===== src/rtl/pixel_burst_controller_pkg.sv =====
// Shared types for the pixel burst engine and the downstream filter:
// RGB pixel layout, FSM/mode encodings and the luma conversion.
package pixel_pkg;

  typedef struct packed {
    logic [7:0] r;
    logic [7:0] g;
    logic [7:0] b;
  } rgb_t;

  typedef enum logic [2:0] {
    ST_IDLE   = 3'd0,
    ST_RD_ACC = 3'd1,
    ST_RD_GAP = 3'd2,
    ST_WR_ACC = 3'd3,
    ST_WR_GAP = 3'd4,
    ST_DONE   = 3'd5
  } state_t;

  typedef enum logic [1:0] {
    MODE_NONE = 2'b00,
    MODE_RD   = 2'b01,
    MODE_WR   = 2'b10,
    MODE_RW   = 2'b11
  } mode_t;

  // (R + 2G + B) / 4; the 10-bit sum tops out at 1020 so nothing saturates.
  function automatic logic [7:0] luma(input rgb_t px);
    logic [9:0] sum;
    sum = {2'b00, px.r} + {1'b0, px.g, 1'b0} + {2'b00, px.b};
    return sum[9:2];
  endfunction

endpackage


===== src/rtl/pixel_burst_controller_if.sv =====
// Off-chip 24-bit RGB SRAM bus: the controller is master, the memory is slave.
interface pixel_burst_controller_if #(
  parameter int ADDR_W = 16
) ();

  logic [ADDR_W-1:0] address;
  logic [23:0]       w_data;
  logic [23:0]       r_data;
  logic              read_enable;
  logic              write_enable;

  modport master (
    output address, w_data, read_enable, write_enable,
    input  r_data
  );

  modport slave (
    input  address, w_data, read_enable, write_enable,
    output r_data
  );

endinterface


===== src/rtl/pixel_burst_controller_rgb_to_gray.sv =====
// Combinational RGB-to-luma converter, shared with the downstream edge filter.
module rgb_to_gray
  import pixel_pkg::*;
(
  input  rgb_t       pix_i,
  output logic [7:0] gray_o
);

  assign gray_o = luma(pix_i);

endmodule


===== src/rtl/pixel_burst_controller.sv =====
// Burst engine: reads RGB pixels into a packed luma buffer and/or writes
// 8-bit results back as grey RGB words, with SRAM wait states and gap cycles.
module pixel_burst_controller
  import pixel_pkg::*;
#(
  parameter int ADDR_W    = 16,
  parameter int DEPTH     = 20,
  parameter int CNT_W     = $clog2(DEPTH + 1),
  parameter int SRAM_WAIT = 2
) (
  input  logic                  clk,
  input  logic                  n_rst,
  input  logic                  start,
  input  logic [1:0]            mode,
  input  logic [ADDR_W-1:0]     rd_base,
  input  logic [ADDR_W-1:0]     wr_base,
  input  logic [CNT_W-1:0]      num_rd,
  input  logic [CNT_W-1:0]      num_wr,
  input  logic [DEPTH-1:0][7:0] data_in,
  output logic [DEPTH-1:0][7:0] data_out,
  output logic                  pix_valid,
  output logic [CNT_W-1:0]      pix_idx,
  output logic                  busy,
  output logic                  done,
  output logic                  err,
  pixel_burst_controller_if.master sram
);

  localparam int WAIT_W = (SRAM_WAIT > 1) ? $clog2(SRAM_WAIT) : 1;
  localparam logic [WAIT_W-1:0] WAIT_LAST = WAIT_W'(SRAM_WAIT - 1);
  localparam logic [CNT_W-1:0]  CNT_MAX   = CNT_W'(DEPTH);

  state_t            state_q, state_d;
  logic [CNT_W-1:0]  idx_q, idx_d;
  logic [WAIT_W-1:0] wait_q, wait_d;
  logic              err_q, err_d;

  mode_t             mode_q;
  logic [ADDR_W-1:0] rd_base_q, wr_base_q;
  logic [CNT_W-1:0]  num_rd_q, num_wr_q;
  logic [DEPTH-1:0][7:0] data_out_q;

  mode_t       mode_in;
  logic        accept;
  logic        wait_last;
  logic [CNT_W-1:0] idx_nxt;
  logic [7:0]  gray;

  assign mode_in   = mode_t'(mode);
  assign accept    = (state_q == ST_IDLE) && start;
  assign wait_last = (wait_q == WAIT_LAST);
  assign idx_nxt   = idx_q + CNT_W'(1);

  always_comb begin
    state_d = state_q;
    idx_d   = idx_q;
    wait_d  = wait_q;
    err_d   = err_q;
    case (state_q)
      ST_IDLE: begin
        if (start) begin
          idx_d  = '0;
          wait_d = '0;
          err_d  = 1'b0;
          if ((num_rd > CNT_MAX) || (num_wr > CNT_MAX)) begin
            state_d = ST_DONE;
            err_d   = 1'b1;
          end else if (((mode_in == MODE_RD) || (mode_in == MODE_RW)) && (num_rd != '0)) begin
            state_d = ST_RD_ACC;
          end else if (((mode_in == MODE_WR) || (mode_in == MODE_RW)) && (num_wr != '0)) begin
            state_d = ST_WR_ACC;
          end else begin
            state_d = ST_DONE;
          end
        end
      end
      ST_RD_ACC: begin
        wait_d = wait_last ? '0 : wait_q + WAIT_W'(1);
        if (wait_last) state_d = ST_RD_GAP;
      end
      ST_RD_GAP: begin
        if (idx_nxt < num_rd_q) begin
          idx_d   = idx_nxt;
          state_d = ST_RD_ACC;
        end else if ((mode_q == MODE_RW) && (num_wr_q != '0)) begin
          idx_d   = '0;
          state_d = ST_WR_ACC;
        end else begin
          state_d = ST_DONE;
        end
      end
      ST_WR_ACC: begin
        wait_d = wait_last ? '0 : wait_q + WAIT_W'(1);
        if (wait_last) state_d = ST_WR_GAP;
      end
      ST_WR_GAP: begin
        if (idx_nxt < num_wr_q) begin
          idx_d   = idx_nxt;
          state_d = ST_WR_ACC;
        end else begin
          state_d = ST_DONE;
        end
      end
      ST_DONE: begin
        state_d = ST_IDLE;
        err_d   = 1'b0;
      end
      default: state_d = ST_IDLE;
    endcase
  end

  always_ff @(posedge clk) begin
    if (!n_rst) begin
      state_q    <= ST_IDLE;
      idx_q      <= '0;
      wait_q     <= '0;
      err_q      <= 1'b0;
      data_out_q <= '0;
    end else begin
      state_q <= state_d;
      idx_q   <= idx_d;
      wait_q  <= wait_d;
      err_q   <= err_d;
      // r_data is captured on the edge that ends the last wait cycle
      if ((state_q == ST_RD_ACC) && wait_last) data_out_q[idx_q] <= gray;
    end
  end

  // Request parameters only matter while an access state gates them onto the bus
  always_ff @(posedge clk) begin
    if (accept) begin
      mode_q    <= mode_in;
      rd_base_q <= rd_base;
      wr_base_q <= wr_base;
      num_rd_q  <= num_rd;
      num_wr_q  <= num_wr;
    end
  end

  rgb_to_gray u_gray (
    .pix_i  (rgb_t'(sram.r_data)),
    .gray_o (gray)
  );

  assign sram.read_enable  = (state_q == ST_RD_ACC);
  assign sram.write_enable = (state_q == ST_WR_ACC);
  assign sram.address      = (state_q == ST_RD_ACC) ? rd_base_q + ADDR_W'(idx_q) :
                             (state_q == ST_WR_ACC) ? wr_base_q + ADDR_W'(idx_q) : '0;
  assign sram.w_data       = (state_q == ST_WR_ACC) ? {3{data_in[idx_q]}} : '0;

  assign busy      = (state_q == ST_RD_ACC) || (state_q == ST_RD_GAP) ||
                     (state_q == ST_WR_ACC) || (state_q == ST_WR_GAP);
  assign done      = (state_q == ST_DONE);
  assign err       = (state_q == ST_DONE) && err_q;
  assign pix_valid = (state_q == ST_RD_GAP);
  assign pix_idx   = (state_q == ST_RD_GAP) ? idx_q : '0;
  assign data_out  = data_out_q;

endmodule


===== src/flat_wrapper.sv =====
// flat-port wrapper written by rule: the top's interface ports become plain ports
module pixel_burst_controller_flat import pixel_pkg::*;
#(
  parameter int ADDR_W    = 16,
  parameter int DEPTH     = 20,
  parameter int CNT_W     = $clog2(DEPTH + 1),
  parameter int SRAM_WAIT = 2
)
  (clk, n_rst, start, mode, rd_base, wr_base, num_rd, num_wr, data_in, data_out, pix_valid, pix_idx, busy, done, err, sram_address, sram_w_data, sram_read_enable, sram_write_enable, sram_r_data);
  pixel_burst_controller_if #(.ADDR_W(ADDR_W)) sram_i ();
  input  logic clk;
  input  logic n_rst;
  input  logic start;
  input  logic [1:0] mode;
  input  logic [ADDR_W-1:0] rd_base;
  input  logic [ADDR_W-1:0] wr_base;
  input  logic [CNT_W-1:0] num_rd;
  input  logic [CNT_W-1:0] num_wr;
  input  logic [DEPTH-1:0][7:0] data_in;
  output logic [DEPTH-1:0][7:0] data_out;
  output logic pix_valid;
  output logic [CNT_W-1:0] pix_idx;
  output logic busy;
  output logic done;
  output logic err;
  output wire logic [$bits(sram_i.address)-1:0] sram_address;
  output wire logic [$bits(sram_i.w_data)-1:0] sram_w_data;
  output wire logic [$bits(sram_i.read_enable)-1:0] sram_read_enable;
  output wire logic [$bits(sram_i.write_enable)-1:0] sram_write_enable;
  input wire logic [$bits(sram_i.r_data)-1:0] sram_r_data;
  assign sram_address = sram_i.address;
  assign sram_w_data = sram_i.w_data;
  assign sram_read_enable = sram_i.read_enable;
  assign sram_write_enable = sram_i.write_enable;
  assign sram_i.r_data = sram_r_data;
  pixel_burst_controller #(.ADDR_W(ADDR_W), .DEPTH(DEPTH), .CNT_W(CNT_W), .SRAM_WAIT(SRAM_WAIT)) u_core (.clk(clk), .n_rst(n_rst), .start(start), .mode(mode), .rd_base(rd_base), .wr_base(wr_base), .num_rd(num_rd), .num_wr(num_wr), .data_in(data_in), .data_out(data_out), .pix_valid(pix_valid), .pix_idx(pix_idx), .busy(busy), .done(done), .err(err), .sram(sram_i));
endmodule

===== config.mk =====
export PLATFORM = sky130hd
export DESIGN_NAME = pixel_burst_controller_flat
export DESIGN_NICKNAME = d
export VERILOG_FILES = /design/src/rtl/pixel_burst_controller_pkg.sv /design/src/rtl/pixel_burst_controller_if.sv /design/src/rtl/pixel_burst_controller_rgb_to_gray.sv /design/src/rtl/pixel_burst_controller.sv /design/src/flat_wrapper.sv
export SDC_FILE = /design/constraint.sdc
export NUM_CORES = 1
export LEC_CHECK = 0
export BUFFER_PORTS_ARGS = -buffer_cell sky130_fd_sc_hd__buf_4
export CORE_AREA = 2 2 170 172
export CTS_BUF_LIST = sky130_fd_sc_hd__clkbuf_16
export CTS_CLUSTER_DIAMETER = 30
export DETAILED_ROUTE_END_ITERATION = 7
export DIE_AREA = 0 0 172 174
export GPL_ROUTABILITY_DRIVEN = 0
export PLACE_DENSITY = 0.66
export RECOVER_POWER = 100
export SETUP_SLACK_MARGIN = 0.4
export SYNTH_ARGS = -nofsm -noshare
export SYNTH_HDL_FRONTEND = slang
export SYNTH_SLANG_ARGS = --single-unit

===== constraint.sdc =====
create_clock -name clk -period 3.52 [get_ports clk]
set_clock_uncertainty 0.05 [all_clocks]
set_input_delay 0.704 -clock clk [delete_from_list [all_inputs] [get_ports clk]]
set_output_delay 0.704 -clock clk [all_outputs]
set_load 0.1 [all_outputs]

# Yosys cells after proc, flatten, opt, wreduce, memory -nomap -nowiden

Cells that the tools add are included.

Reductions and logical operators: 25
Bitwise logic cells: 0
Multipliers: 0
Mux-type cells: 30
Div/mod/pow operators: 0
$add $sub $neg: 6
Equality and inequality tests: 14
Shift-type cells: 0
$lt $le $gt $ge: 6

Operator list:

| operator                                                   | count |
|---|---|
| bitwise mux 160 bit                                        | 1 |
| binary-select mux 8 bit (select 5 bit)                     | 1 |
| demux 8 bit (select 5 bit)                                 | 1 |
| adder 16 x 5 -> 16 bit                                     | 2 |
| two-way mux 16 bit                                         | 2 |
| two-way mux 3 bit                                          | 9 |
| two-way mux 5 bit                                          | 5 |
| two-way mux 24 bit                                         | 1 |
| two-way mux 8 bit                                          | 2 |
| one-hot mux 3 bit (5 select lines)                         | 1 |
| one-hot mux 5 bit (3 select lines)                         | 1 |
| nonzero test 5 bit                                         | 3 |
| adder 10 x 8 -> 10 bit                                     | 1 |
| adder 8 x 9 -> 10 bit                                      | 1 |
| greater-than comparator 5 bit, second input constant       | 2 |
| less-than comparator 5 bit                                 | 2 |
| logical AND 1 bit                                          | 7 |
| equality test 2 bit, second input constant                 | 3 |
| equality test 3 x 2 -> 1 bit, second input constant        | 2 |
| equality test 3 bit, second input constant                 | 2 |
| logical OR 1 bit                                           | 6 |
| less-than comparator 5 x 6 -> 1 bit, second input constant | 1 |
| inequality test 2 x 1 -> 1 bit, second input constant      | 3 |
| adder 5 x 1 -> 5 bit, second input constant                | 1 |
| other kinds (15)                                           | 21 |

Memories kept: 0
Memory bits (writable): 0
Register bits after elaboration: 214
Word-level logic and storage cells: 110
ROM bits: 0
Bits in latches: 0
Bits of input ports: 231

# Longest topological paths before layout

Gate-level depths: netlist (run 1).

Word-level depth: 8
Depth in mapped cells: 12
Depth with buffers taken out: 10

# By module

A second synthesis (run 1) with hierarchy kept.

Cells, all modules: 1120
Area total of the unflattened synthesis: 11105.7 um^2

Modules (own cells, without submodules):

| module                 | cells each | area an instance (um^2) | instances |
|---|---|---|---|
| pixel_burst_controller | 1071       | 10640.2                 | 1 |
| rgb_to_gray            | 49         | 465.4                   | 1 |

# Worst setup path after synthesis (run 1)

No wires, ideal clock.

Path kind: reg2out
From: register u_core.idx_q[1]
To: output port sram_address[4]
Cell stages (with the launch flop): 10
Data required time: 2.766 ns
Slack: -1.456 ns
Data arrival time: 4.222 ns
Buffers on the path: 3
Path through: dfxtp_1 > buf_2 > clkbuf_1 > buf_6 > inv_1 > fa_1 > nor2b_1 > o21a_1 > nor3_1 > o32ai_1

Cells in the longest elaborated chain, start to end: 3
Elaborated cells between the ends (all ways): 4
Classes of those cells: add/sub: 2; mux: 2

Ends and longest elaborated chain:

| what                   | line                          | text |
|---|---|---|
| from (decl)            | pixel_burst_controller.sv:34  | `logic [CNT_W-1:0] idx_q, idx_d;` |
| from (signal assigned) | pixel_burst_controller.sv:121 | `idx_q <= idx_d;` |
| adder 16 x 5 -> 16 bit | pixel_burst_controller.sv:148 | `(state_q == ST_WR_ACC) ? wr_base_q + ADDR_W'(idx_q) : '0;` |
| two-way mux 16 bit     | pixel_burst_controller.sv:148 |  |
| two-way mux 16 bit (*) | pixel_burst_controller.sv:147 | `assign sram.address = (state_q == ST_RD_ACC) ? rd_base_q + ADDR_W'(idx_q) :` |
| to (decl)              | flat_wrapper.sv:26            | `output wire logic [$bits(sram_i.address)-1:0] sram_address;` |

Mark *: on every way between the ends. The rest lies on a longest branch, timed or not.

# Worst setup path after layout (run 1)

From: register u_core.idx_q[0]
To: output port sram_address[10]

The elaborated chain is that of the path after synthesis.

==> results of run 1 <==
[metrics by stage]
step / area [um^2] / utilization (%)
floorplan: 11100 / -
global route: 16200 / 57.3
detailed placement: 14700 / 51.9
CTS: 16700 / 59.1
global placement: 14700 / 51.9
finish: 16200 / 57.3
[report_power, final]
part | switching [mW] | internal, mW
registers | 0.0806 | 2.61
logic | 1.24 | 0.712
clock network | 1.36 | 2.49
[cells by family after synthesis]
family	Yosys count	synth area share, %
adders and majority gates	39	5.22
AOI/OAI and AO/OA	238	13.2
buffers and inverters	107	5.30
DFF	214	43.8
muxes	55	10.5
xor gates and xnor gates	34	2.76
and+or+nand+nor	452	19.2
[area by class of cell]
| cell class | count | area [um^2] | share of cell area (%) |
|---|---|---|---|
| Multi-Input combinational cell | 818 | 5950 | 36.8 |
| Tap cell | 384 | 480 | 2.97 |
| Timing Repair Buffer | 506 | 3530 | 21.8 |
| Inverter | 25 | 105 | 0.650 |
| Clock inverter | 32 | 362 | 2.24 |
| Antenna cell | 4 | 10.0 | 0.0619 |
| Clock buffer | 40 | 1000 | 6.19 |
| Sequential cell | 214 | 4740 | 29.3 |
[timing repair]
action / CTS / global route
gates resized for setup: 109 / 77
buffers inserted: 16 / 19
hold buffers: 0 / 0
setup endpoints to repair: 42 / 48
pin swaps: 25 / 34
cloned: 3 / 2
[registers in the layout, indices dropped and copies added, names as in the netlist]
name / flops
u_core.data_out: 160
u_core.err_q: 1
u_core.idx_q: 5
u_core.mode_q: 2
u_core.num_rd_q: 5
u_core.num_wr_q: 5
u_core.rd_base_q: 16
u_core.state_q: 3
u_core.wait_last: 1
u_core.wr_base_q: 16
[cell usage in the layout, fill, tap and decap left out, drive strengths merged, types with 5 or more instances in the layout]
master	synthesis	layout
buf	42	274
clkbuf	40	272
dfxtp	170	170
nand2	156	156
nor2	150	150
a21oi	95	95
nand3	66	66
o21ai	58	58
edfxtp	44	44
mux4	42	42
inv	25	34
nor3	31	31
ha	29	29
a211oi	23	23
xor2	21	21
clkinv	0	15
o22ai	15	15
xnor2	13	13
and3	10	10
fa	10	10
nand2b	8	8
mux2i	7	7
and2	7	7
o21a	6	6
a221oi	6	6
mux2	6	6
nand4	5	5
bufinv	0	5
or3	5	5
a21o	5	5
a21boi	5	5
[how the worst max path moves through the flow]
stage | startpoint | endpoint | slack (ns)
after floorplan | u_core.idx_q[1] | sram_address[10] | 0.24
after global placement | sram_r_data[1] | u_core.data_out[79] | 0.11
after detailed placement | sram_r_data[1] | u_core.data_out[71] | 0.11
after CTS | u_core.idx_q[0] | sram_w_data[18] | 0.01
after global routing | u_core.idx_q[0] | sram_address[10] | -0.0005
final | u_core.idx_q[0] | sram_address[10] | 0.06
[per-layer routing]
layer | track usage, % | part of all wire, % | vias up
li1 | - | - | 4997
met1 | 27.8 | 36 | 5001
met2 | 47.8 | 53 | 459
met3 | 4.28 | 6.0 | 113
met4 | 12.8 | 5.1 | 0
met5 | 0 | 0 | -
[worst max-delay path: stages (launching register included)]
cell       delay [ns]
dfxtp_4          0.40
ha_4             0.15
inv_2            0.03
fa_2             0.34
nor2b_2          0.14
o21ai_2          0.09
a21boi_4         0.24
o2111ai_2        0.18
xor2_2           0.21
o22ai_4          0.17
buf_8            0.22
==> flow_metrics.py, run 1 <==
metrics = {
    "cts": {
        "cts_tree": "built",
        "clock_latency_ns": 0.52,
        "cts_root_buf": "clkbuf_16",
        "clk_path_buf_depth": 3,
        "clkTransAtPathRegs_ns": 0.05,
        "cts_buffers": 40,
        "h-tree-depth": 2,
        "cts.sinks": 214,
    },
    "sta": {
        "fmax_mhz": 289,
        "worstMarginPinSlew_ns": 1.32,
        "maxSlewViolCount": 0,
        "timing_hold_violations_final": 0,
        "rsz0062_at_grt": "yes",
        "hold_ws_ns": 0.324,
        "max_slew_margin_pct": 12.6,
        "setup_tns_ns": 0,
        "finalCritPeriodShare_pct": 98.2,
        "finalWorstSetupSlack_ns": 0.0641,
        "finalSetupViolCount": 0,
        "post-route-min-period_ns": 3.46,
    },
    "logic_synthesis": {
        "ys_seq_elements": 214,
        "synth_top_area_cell": "dfxtp_1",
        "ys.warnings.count": 0,
        "ys_async_sr_fraction_pct": 0,
        "synth_edf_count": 44,
        "yosysSeqAreaShare_pct": 43.8,
        "syn_area_per_cell_um2": 9.46,
        "synth_most_common_cell": "dfxtp_1",
        "netlist_area_mm2": 0.0108,
        "yosysTopAreaCellShare_pct": 31.6,
        "synth_nets": 1409,
        "syn-instance-count": 1139,
        "synth_common_cells": "170 x dfxtp_1, 150 x nor2_1, 147 x nand2_1",
        "synth.area.top_cells": "dfxtp_1 32%, edfxtp_1 12%, mux4_2 6.3%",
        "ys_types": 68,
        "synth_ff_type": "dfxtp_1",
    },
    "placement": {
        "port_buffers": 441,
        "dp_slack_ns": 0.112,
        "dp.cells": 1907,
        "hpwlAfterDp_um": 29500,
    },
    "floorplan": {
        "io_pins": 442,
        "dieWidth_um": 172,
        "core-area_mm2": 0.0282,
        "dieArea_mm2": 0.0299,
        "die_h_um": 174,
        "start_util_pct": 38.2,
        "num_rows": 62,
    },
    "setup_path": {
        "cp-end-kind": "output pin",
        "crit_required_ns": 2.77,
        "rr_worst_depth": 13,
        "cp-start-kind": "register",
        "timing.rr.start": "u_core.idx_q[0]",
        "crit_path_max_fanout": 5,
        "critPathKind": "reg2out",
        "r2r_slack_ns": 0.17,
        "r2r_end": "u_core.idx_q[2]",
        "arrival_ns": 2.70,
    },
    "routing": {
        "dr.pass1.iters": 6,
        "ant_nets": 0,
        "vias_per_cell": 5.22,
        "route.detailed.wl_per_inst_um": 20.1,
        "wirelength_um": 40700,
        "vias": 10570,
        "drc": 0,
        "drtIter0Drc": 678,
    },
    "min_path": {
        "min_path_cells": 1,
        "hold_path.startpoint": "wr_base[10]",
        "min_path_type": "in2reg",
        "holdPathEnd": "u_core.wr_base_q[10]",
    },
    "global_routing": {
        "grt_usage_pct": 25.7,
        "grt_pass1_wl_um": 58700,
        "first_global_vias": 10283,
        "antenna_found_initial": 4,
        "grt_overflow": 0,
        "grt_max_degree": 117,
    },
    "finish": {
        "num-nets-final": 1875,
        "fin_cells": 2023,
        "fillerInstances": 2693,
        "syn2layout_area_growth_pct": 50.0,
        "layout-drive-gt1-share_pct": 32.2,
    },
    "outcome": {
        "outcome": "complete, no violations",
    },
    "power_and_ir_drop": {
        "power_leakage_nw": 6.12,
        "cellPowerDensity_mw_per_mm2": 525,
        "peakVddDrop_mv": 0.300,
        "p_total_mw": 8.49,
    },
    "run": {
        "drv_cap": 0,
    },
}
(Power assumes the default switching activity.)
==> inputs of run 2 (changes only) <==
--- a/config.mk
+++ b/config.mk
@@ -13,7 +13,7 @@
 export DIE_AREA = 0 0 172 174
 export GPL_ROUTABILITY_DRIVEN = 0
 export PLACE_DENSITY = 0.66
-export RECOVER_POWER = 100
+export RECOVER_POWER = 25
 export SETUP_SLACK_MARGIN = 0.4
 export SYNTH_ARGS = -nofsm -noshare
 export SYNTH_HDL_FRONTEND = slang
==> flow_metrics.py, run 2 (synthesis gave the netlist of run 1 again) <==
metrics = {
    "floorplan": {
        "dieArea_mm2": 0.0299,
        "core-area_mm2": 0.0282,
        "num_rows": 62,
        "start_util_pct": 38.2,
        "dieWidth_um": 172,
        "io_pins": 442,
        "die_h_um": 174,
    },
    "finish": {
        "syn2layout_area_growth_pct": 56.8,
        "fillerInstances": 2510,
        "layout-drive-gt1-share_pct": 40.3,
        "num-nets-final": 1875,
        "layout_commonest_cell": "buf_4",
        "final_cell_mix": "337 x buf_4, 165 x dfxtp_1, 147 x nand2_1, 139 x nor2_1, 92 x a21oi_1",
        "largest_reg_flops": 160,
        "final_area_mm2": 0.0169,
    },
    "cts": {
        "h-tree-depth": 2,
        "clkTransAtPathRegs_ns": 0.05,
        "clk_path_buf_depth": 3,
        "cts_buffers": 40,
        "cts_root_buf": "clkbuf_16",
        "hold_buffers": 0,
        "cts.sinks": 214,
        "clock_latency_ns": 0.52,
        "cts_tree": "built",
    },
    "placement": {
        "placed_cell_area_mm2": 0.0147,
        "hpwlAfterDp_um": 29500,
        "port_buffers": 441,
    },
    "routing": {
        "drtIter0Drc": 682,
        "ant_nets": 0,
        "drc": 0,
        "vias_per_cell": 5.21,
        "dr.pass1.iters": 5,
        "route.detailed.wl_per_inst_um": 20.0,
        "wirelength_um": 40500,
        "vias": 10543,
    },
    "sta": {
        "maxSlewViolCount": 0,
        "hold_ws_ns": 0.327,
        "timing_hold_violations_final": 0,
        "max_slew_margin_pct": 13.9,
        "post-route-min-period_ns": 3.45,
        "finalCritPeriodShare_pct": 98.0,
        "rsz0062_at_grt": "yes",
        "worstMarginPinSlew_ns": 1.30,
        "fmax_mhz": 290,
        "finalSetupViolCount": 0,
        "setup_tns_ns": 0,
    },
    "outcome": {
        "outcome": "complete, no violations",
    },
    "global_routing": {
        "first_global_vias": 10283,
        "grt_max_degree": 117,
        "antenna_found_initial": 4,
        "grt_overflow": 0,
        "grt_usage_pct": 25.7,
        "grt_pass1_wl_um": 58700,
    },
    "setup_path": {
        "max_stage_delay_ns": 0.50,
        "critPathKind": "reg2out",
        "arrival_ns": 2.69,
        "crit_slowest_cell": "mux4_2",
        "cp-start-kind": "register",
        "crit_buf_inv": 3,
        "crit_path_max_fanout": 6,
        "crit_family": "multiplexers",
        "crit_chain": "buf_12 -> buf_16 -> mux4_2 -> mux4_2 -> a32o_4 -> buf_12",
        "crit_required_ns": 2.77,
        "cp-end-kind": "output pin",
    },
    "power_and_ir_drop": {
        "power_leakage_nw": 6.62,
        "peakVddDrop_mv": 0.304,
        "cellPowerDensity_mw_per_mm2": 509,
    },
    "run": {
        "drv_cap": 0,
    },
    "min_path": {
        "min_path_type": "in2reg",
    },
}
-- run 2: changes by cell type in the layout (fill, tap and decap cells not counted), sizes merged --
cell    before  now
diode        4    5
buf        274  390
clkbuf     272  156
-- run 2: where the power goes --
group | internal, mW | total [mW] | leakage (nW) | switching [mW]
Combinational | 0.809 | 2.07 | 4.15 | 1.26
Clock | 2.49 | 3.85 | 0.684 | 1.36
Sequential | 2.61 | 2.69 | 1.79 | 0.0813
Total | 5.91 | 8.61 | 6.62 | 2.70
-- run 2: stage by stage --
stage | instances | utilization (%) | worst slack (ns) | power [mW]
after global routing | 2023 | 59.9 | 0.00804 | 8.90
final | 2024 | 59.9 | 0.0719 | 8.61
after CTS | 1998 | 59.1 | 0.0130 | 8.55
after detailed placement | 1907 | 51.9 | 0.112 | 4.54
after floorplan | 1139 | - | 0.237 | 3.92
after global placement | 1907 | 51.9 | 0.111 | 4.52
-- run 2: final timing paths --
path / from / to / slack, ns / cells past startpoint
setup / recovery: u_core.idx_q[0] / sram_w_data[16] / 0.07 / 6
hold / removal: rd_base[6] / u_core.rd_base_q[6] / 0.33 / 1
setup reg to reg: u_core.idx_q[0] / u_core.idx_q[2] / 0.53 / 13
hold reg to reg: u_core.data_out[134] / u_core.data_out[134] / 0.40 / 2
-- run 2: final cells by class --
type / count / area, um^2 / share of cell area, %
diodes: 5 / 12.5 / 0.0740
clock buffers: 40 / 1000 / 5.92
clock inverters: 32 / 362 / 2.14
inverters: 25 / 105 / 0.622
multi-input cells: 818 / 6120 / 36.2
flip-flops and latches: 214 / 4740 / 28.0
well taps: 384 / 480 / 2.84
repair buffers: 506 / 4090 / 24.2
-- run 2: worst register-to-register path, delay by kind of cell (launching register included) --
kind / cells / cell delay [ns]
AO/OA/AOI/OAI: 3 / 0.38
XOR/XNOR: 1 / 0.25
adder cells (fa/ha/maj): 2 / 0.39
buffers and inverters: 3 / 0.44
flip-flops: 1 / 0.40
AND/OR/NAND/NOR: 4 / 1.00
-- run 2: what timing repair did --
item | CTS | global route
buffers inserted | 16 | 19
cloned | 3 | 2
resized for setup | 109 | 77
pin swaps | 25 | 34
endpoints found under the setup margin | 42 | 48
-- run 2: metal layers --
layer | track usage (%) | share of wire (%)
met1 | 27.8 | 36
met2 | 47.8 | 53
met3 | 4.28 | 5.7
met4 | 12.8 | 5.1
met5 | 0 | 0
